[src/rtl/uart_tx_ctrl.sv]
// uart_tx_ctrl: frame sequencer for the UART TX datapath.
// Walks START -> DATA -> [PARITY] -> [CRC] -> STOP, one state change per
// baud tick at most, holding the frame byte stable on data_o for the whole
// frame. The datapath owns the bit counter; this block only reads it back.
// Handshake: a byte moves when tx_valid_i && tx_ready_o are both 1 on a
// rising clk_i edge; tx_valid_i may be held while tx_ready_o is 0 and the
// byte is then left untouched.
// Optional build macro UART_TX_PREFETCH_EN adds a one-entry holding register
// so the next byte can be accepted while a frame is in flight.
module uart_tx_ctrl #(
  parameter int STOP_BITS = 1
) (
  input  logic       clk_i,
  input  logic       rst_i,
  input  logic       baud_tick_i,
  input  logic       tx_valid_i,
  input  logic [7:0] tx_data_i,
  output logic       tx_ready_o,
  input  logic       parity_en_i,
  input  logic       crc_en_i,
  input  logic [4:0] bit_cnt_i,
  input  logic       start_tx_i,
  output logic [7:0] data_o,
  output logic       crc_en_o,
  output logic       tx_start_cmd_o,
  output logic       changed_tx_state_o,
  output logic       is_idle_o,
  output logic       is_start_o,
  output logic       is_data_o,
  output logic       is_parity_o,
  output logic       is_crc_o,
  output logic       is_stop_o,
  output logic       frame_done_o
);

  typedef enum logic [2:0] {
    S_IDLE   = 3'd0,
    S_START  = 3'd1,
    S_DATA   = 3'd2,
    S_PARITY = 3'd3,
    S_CRC    = 3'd4,
    S_STOP   = 3'd5
  } state_t;

  localparam logic [4:0] LAST_BYTE_CNT = 5'd7;
  localparam logic [4:0] LAST_STOP_CNT = 5'(STOP_BITS - 1);

  state_t     r_state;
  state_t     w_next_state;
  logic       r_is_idle;
  logic       r_is_start;
  logic       r_is_data;
  logic       r_is_parity;
  logic       r_is_crc;
  logic       r_is_stop;
  logic       r_frame_done;
  logic       r_pending;
  logic       r_start_cmd;
  logic       r_par_q;
  logic       r_crc_en;
  logic [7:0] r_data;

  logic       w_launch;
  logic       w_frame_end;
  logic       w_load_frame;
  logic [7:0] w_load_data;
  logic       w_load_crc;
  logic       w_load_par;

  // Next-state decode; every transition is qualified by baud_tick_i except
  // recovery from an unused encoding, which returns to IDLE at once.
  always_comb begin
    w_next_state = r_state;
    case (r_state)
      S_IDLE: begin
        if (baud_tick_i && r_pending && start_tx_i) w_next_state = S_START;
      end
      S_START: begin
        if (baud_tick_i) w_next_state = S_DATA;
      end
      S_DATA: begin
        if (baud_tick_i && (bit_cnt_i == LAST_BYTE_CNT)) begin
          if (r_par_q)       w_next_state = S_PARITY;
          else if (r_crc_en) w_next_state = S_CRC;
          else               w_next_state = S_STOP;
        end
      end
      S_PARITY: begin
        if (baud_tick_i) w_next_state = r_crc_en ? S_CRC : S_STOP;
      end
      S_CRC: begin
        if (baud_tick_i && (bit_cnt_i == LAST_BYTE_CNT)) w_next_state = S_STOP;
      end
      S_STOP: begin
        if (baud_tick_i && (bit_cnt_i == LAST_STOP_CNT)) w_next_state = S_IDLE;
      end
      default: w_next_state = S_IDLE;
    endcase
  end

  assign w_launch           = (r_state == S_IDLE) && (w_next_state == S_START);
  assign w_frame_end        = (r_state == S_STOP) && (w_next_state == S_IDLE);
  assign changed_tx_state_o = baud_tick_i && (w_next_state != r_state);

`ifdef UART_TX_PREFETCH_EN
  logic [7:0] r_hold_data;
  logic       r_hold_crc;
  logic       r_hold_par;
  logic       r_hold_full;
  logic       w_transfer;
  logic       w_frame_free;
  logic       w_drain;

  // The frame register is free only in IDLE with no launch outstanding;
  // otherwise an accepted byte parks in the holding register.
  assign tx_ready_o   = !rst_i && !r_hold_full;
  assign w_transfer   = tx_valid_i && tx_ready_o;
  assign w_frame_free = (r_state == S_IDLE) && !r_pending;
  assign w_drain      = r_hold_full && (w_frame_end || w_frame_free);
  assign w_load_frame = w_drain || (w_transfer && w_frame_free);
  assign w_load_data  = r_hold_full ? r_hold_data : tx_data_i;
  assign w_load_crc   = r_hold_full ? r_hold_crc  : crc_en_i;
  assign w_load_par   = r_hold_full ? r_hold_par  : parity_en_i;

  // Holding register: fills on a transfer while busy, empties into the frame register.
  always_ff @(posedge clk_i or posedge rst_i) begin
    if (rst_i) begin
      r_hold_data <= 8'h00;
      r_hold_crc  <= 1'b0;
      r_hold_par  <= 1'b0;
      r_hold_full <= 1'b0;
    end else if (w_transfer && !w_frame_free) begin
      r_hold_data <= tx_data_i;
      r_hold_crc  <= crc_en_i;
      r_hold_par  <= parity_en_i;
      r_hold_full <= 1'b1;
    end else if (w_drain) begin
      r_hold_full <= 1'b0;
    end
  end
`else
  assign tx_ready_o   = !rst_i && (r_state == S_IDLE) && !r_pending;
  assign w_load_frame = tx_valid_i && tx_ready_o;
  assign w_load_data  = tx_data_i;
  assign w_load_crc   = crc_en_i;
  assign w_load_par   = parity_en_i;
`endif

  // Frame register and launch bookkeeping; the start command follows a load by one cycle.
  always_ff @(posedge clk_i or posedge rst_i) begin
    if (rst_i) begin
      r_data      <= 8'h00;
      r_crc_en    <= 1'b0;
      r_par_q     <= 1'b0;
      r_pending   <= 1'b0;
      r_start_cmd <= 1'b0;
    end else begin
      r_start_cmd <= w_load_frame;
      if (w_load_frame) begin
        r_data    <= w_load_data;
        r_crc_en  <= w_load_crc;
        r_par_q   <= w_load_par;
        r_pending <= 1'b1;
      end else if (w_launch) begin
        r_pending <= 1'b0;
      end
    end
  end

  // Frame FSM with registered one-hot flags and end-of-frame pulse.
  always_ff @(posedge clk_i or posedge rst_i) begin
    if (rst_i) begin
      r_state      <= S_IDLE;
      r_is_idle    <= 1'b1;
      r_is_start   <= 1'b0;
      r_is_data    <= 1'b0;
      r_is_parity  <= 1'b0;
      r_is_crc     <= 1'b0;
      r_is_stop    <= 1'b0;
      r_frame_done <= 1'b0;
    end else begin
      r_state      <= w_next_state;
      r_is_idle    <= (w_next_state == S_IDLE);
      r_is_start   <= (w_next_state == S_START);
      r_is_data    <= (w_next_state == S_DATA);
      r_is_parity  <= (w_next_state == S_PARITY);
      r_is_crc     <= (w_next_state == S_CRC);
      r_is_stop    <= (w_next_state == S_STOP);
      r_frame_done <= w_frame_end;
    end
  end

  assign data_o         = r_data;
  assign crc_en_o       = r_crc_en;
  assign tx_start_cmd_o = r_start_cmd;
  assign is_idle_o      = r_is_idle;
  assign is_start_o     = r_is_start;
  assign is_data_o      = r_is_data;
  assign is_parity_o    = r_is_parity;
  assign is_crc_o       = r_is_crc;
  assign is_stop_o      = r_is_stop;
  assign frame_done_o   = r_frame_done;

endmodule
[config.mk]
export PLATFORM = sky130hd
export DESIGN_NAME = uart_tx_ctrl
export DESIGN_NICKNAME = d
export VERILOG_FILES = /design/src/rtl/uart_tx_ctrl.sv
export SDC_FILE = /design/constraint.sdc
export NUM_CORES = 1
export LEC_CHECK = 0
export ABC_AREA = 1
export ABC_CLOCK_PERIOD_IN_PS = 1300
export BUFFER_PORTS_ARGS = -buffer_cell sky130_fd_sc_hd__buf_2
export CORE_MARGIN = 2
export CORE_UTILIZATION = 43
export CTS_CLUSTER_SIZE = 20
export DETAILED_ROUTE_END_ITERATION = 10
export PLACE_DENSITY = 0.72
export SLEW_MARGIN = 20
export SYNTH_ARGS = -nofsm -noshare
export SYNTH_HDL_FRONTEND = slang
export SYNTH_SLANG_ARGS = --single-unit
[constraint.sdc]
create_clock -name clk_i -period 1.3 [get_ports clk_i]
set_clock_uncertainty 0.05 [all_clocks]
set_input_delay 0 -clock clk_i [delete_from_list [all_inputs] [get_ports clk_i]]
set_output_delay 0 -clock clk_i [all_outputs]
set_load 0.05 [all_outputs]
==> results.sh <==
export IMPL_fp_coreArea_sq_mm=0.00223
export IMPL_cts_tree="yes"
export IMPL_yosys_area_share_adder=0
export IMPL_r2r_start="r_state[0]"
export IMPL_worstSkewPairLatency_ps=300
export IMPL_layout_commonest_cell="nand2_1"
export IMPL_final_setup_worst_slack_ps=-486
export IMPL_cp_arrival_ps=1740
export IMPL_grt_pass1_vias=1013
export IMPL_pre_cts_ws_ps=-227
export IMPL_io_pins=39
export IMPL_synthesis_nets=147
export IMPL_grt_pass1_wl_um=4040
export IMPL_crit_type="reg -> out"
export IMPL_power_leakage_nw=0.928
export IMPL_synthCells=127
export IMPL_die_h_um=53.0
export IMPL_worstHoldEndpoint="is_start_o"
export IMPL_timing_max_cap_violations=0
export IMPL_final_cell_mix="nand2_1 (38), buf_2 (36), dfrtp_1 (18)"
export IMPL_grt_setup_unrepaired="yes"
export IMPL_syn_area_sq_mm=0.00103
export IMPL_antenna_found_initial=0
export IMPL_clock_sinks=22
export IMPL_grt_usage=0.200
export IMPL_avgSynthCellArea_sq_um=8.14
export IMPL_antenna_left=0
export IMPL_clockBufferDepth=2
export IMPL_synth_area_mux_share=0
export IMPL_wl_per_cell_um=11.5
export IMPL_hold_path_class="in -> reg"
export IMPL_drc=0
export IMPL_failed_checks="hold timing, setup timing"
export IMPL_fillers=164
export IMPL_powerDensity_mw_per_mm2=2420
export IMPL_post_dp_hpwl_um=1770
export IMPL_crit_fanout=5
export IMPL_ys_warn_count=0
export IMPL_fmax_mhz=560
export IMPL_r2r_end="frame_done_o"
export IMPL_synth_top_family_by_area="simple AND/OR/NAND/NOR gates"
export IMPL_worst_pin_slew_ps=354
export IMPL_final_period_utilization=1.37
export IMPL_clockRootBuffer="clkbuf_4"
export IMPL_design_die_area_sq_mm=0.00281
export IMPL_fin_setup_tns_ps=-3010
export IMPL_fin_crit_ps=1790
export IMPL_setup_violations=22
export IMPL_dr_pass1_iters=4
export IMPL_grt_max_degree=16
export IMPL_max_slew_margin_rel=0.764
export IMPL_synth_simple_area_share=0.380
export IMPL_drt_iter0_drc=13
export IMPL_n_antenna_cell=0
export IMPL_regArea_sq_um=556
export IMPL_synthXorXnorAreaFrac=0
export IMPL_multi_input_area_sq_um=509
export IMPL_gp_congestion=0.931
export IMPL_initial_utilization=0.463
export IMPL_drv_slew=0
export IMPL_die_w_um=53.0
export IMPL_cts_buffers=3
export IMPL_holdCritStartpoint="start_tx_i"
export IMPL_wl_um=2570
export IMPL_path_clk_slew_ps=120
export IMPL_crit_required_ps=1250
export IMPL_htreeDepth=1
export IMPL_vias_per_cell=4.61
export IMPL_hold_depth=3
export IMPL_status="complete, but fails checks"
export IMPL_yosysUniqueCellTypes=19
export IMPL_cp_end_kind="output pin"
export IMPL_port_buffers=38
export IMPL_ys_ff_latch=22
export IMPL_final_nets=216
export IMPL_post_route_util=0.758
export IMPL_drive_gt1_frac=0.508
export IMPL_hold_viol_final=1
export IMPL_overflow=0
export IMPL_hold_worst_slack_ps=-4.31
export IMPL_synth_compound_area_frac=0.0194
export IMPL_rows=17
export IMPL_vdd_drop_max_uv=1760
export IMPL_vias=1027
export IMPL_reg2reg_slack_ps=-180
export IMPL_cp_start_kind="register"
export IMPL_reg2reg_depth=8
export IMPL_area_growth_pct=63.8
export IMPL_ys_seq_area_frac=0.534
==> sequential cells by signal, summed over array words and instances (netlist names) <==
register / flops
crc_en_o: 1
data_o: 8
frame_done_o: 1
is_crc_o: 1
is_data_o: 1
is_idle_o: 1
is_parity_o: 1
is_start_o: 1
is_stop_o: 1
r_par_q: 1
r_pending: 1
r_state: 3
tx_start_cmd_o: 1
==> report_power, final <==
part | switching, mW | total [mW] | internal (mW)
Sequential | 0.178 | 1.15 | 0.969
Combinational | 1.65 | 2.44 | 0.784
Clock | 0.201 | 0.513 | 0.311
==> worst max-delay path by stage <==
stage,start,endpoint,slack [ps],cells past startpoint
CTS,r_state[0],changed_tx_state_o,-460,10
global route,r_state[1],changed_tx_state_o,-580,10
detailed placement,r_state[0],changed_tx_state_o,-230,10
floorplan,r_state[2],data_o[0],-350,7
global placement,r_state[0],changed_tx_state_o,-170,8
finish,r_state[1],changed_tx_state_o,-490,10
==> critical path: stages, from the launching register on <==
cell and delay, ps:
dfrtp_2 490, nand2_2 110, nor2_2 40, nand2_1 90
nand2_2 60, nor2_4 120, nand3_2 80, nand2_1 70
nand2_2 70, a21oi_4 120, buf_6 170
==> kinds of logic after synthesis <==
logic type,after synthesis
flip-flops,22
AO/OA/AOI/OAI,4
buffers and inverters,17
AND/OR/NAND/NOR,84
==> synth_stat cells <==
library cell,count,share of area
nand4_1,2,0.012
inv_1,12,0.044
dfstp_2,1,0.025
inv_2,3,0.011
dfrtp_1,21,0.51
and3_1,1,0.0061
buf_2,1,0.0048
o21ai_0,3,0.015
nor3_1,2,0.0097
nor2_4,2,0.022
nand2_1,46,0.17
nand3_2,3,0.029
buf_4,1,0.0073
nor2_1,14,0.051
nand2_2,2,0.012
nand3_1,7,0.034
nor2_2,3,0.018
nor3_2,2,0.019
a21oi_1,1,0.0048
==> stage by stage <==
step                total power, mW  hold slack, ps  instance area, sq um  std cells
global route                   4.36            34.4                  1690        223
detailed placement             3.26           -39.7                  1400        204
finish                         4.10           -4.31                  1690        223
global placement               3.21           -52.3                  1400        204
floorplan                      2.67           -61.6                  1070        127
CTS                            4.00           -13.0                  1630        220
==> final cells by class <==
| type | count | area share |
|---|---|---|
| flip-flops and latches | 22 | 0.328 |
| clock inverters | 1 | 0.0177 |
| clock buffers | 3 | 0.0133 |
| repair inverters | 1 | 0.00370 |
| repair buffers | 65 | 0.276 |
| multi-input cells | 88 | 0.301 |
| inverters | 15 | 0.0392 |
| well taps | 28 | 0.0207 |
==> metal layers <==
metal,global-route usage,wire length [um],up-vias
met5,0,0,-
met4,0.0769,10,0
met3,0.0198,100,2
met2,0.381,1430,25
met1,0.224,1030,474
li1,-,-,526
==> what timing repair did <==
item	CTS	global route
cloned	0	1
hold buffers	12	0
endpoints found under the setup margin	19	23
setup buffers	1	3
gates resized for setup	22	16
pin swaps	7	11
hold endpoints to repair	33	0
Power figures use the tool's default switching activity.
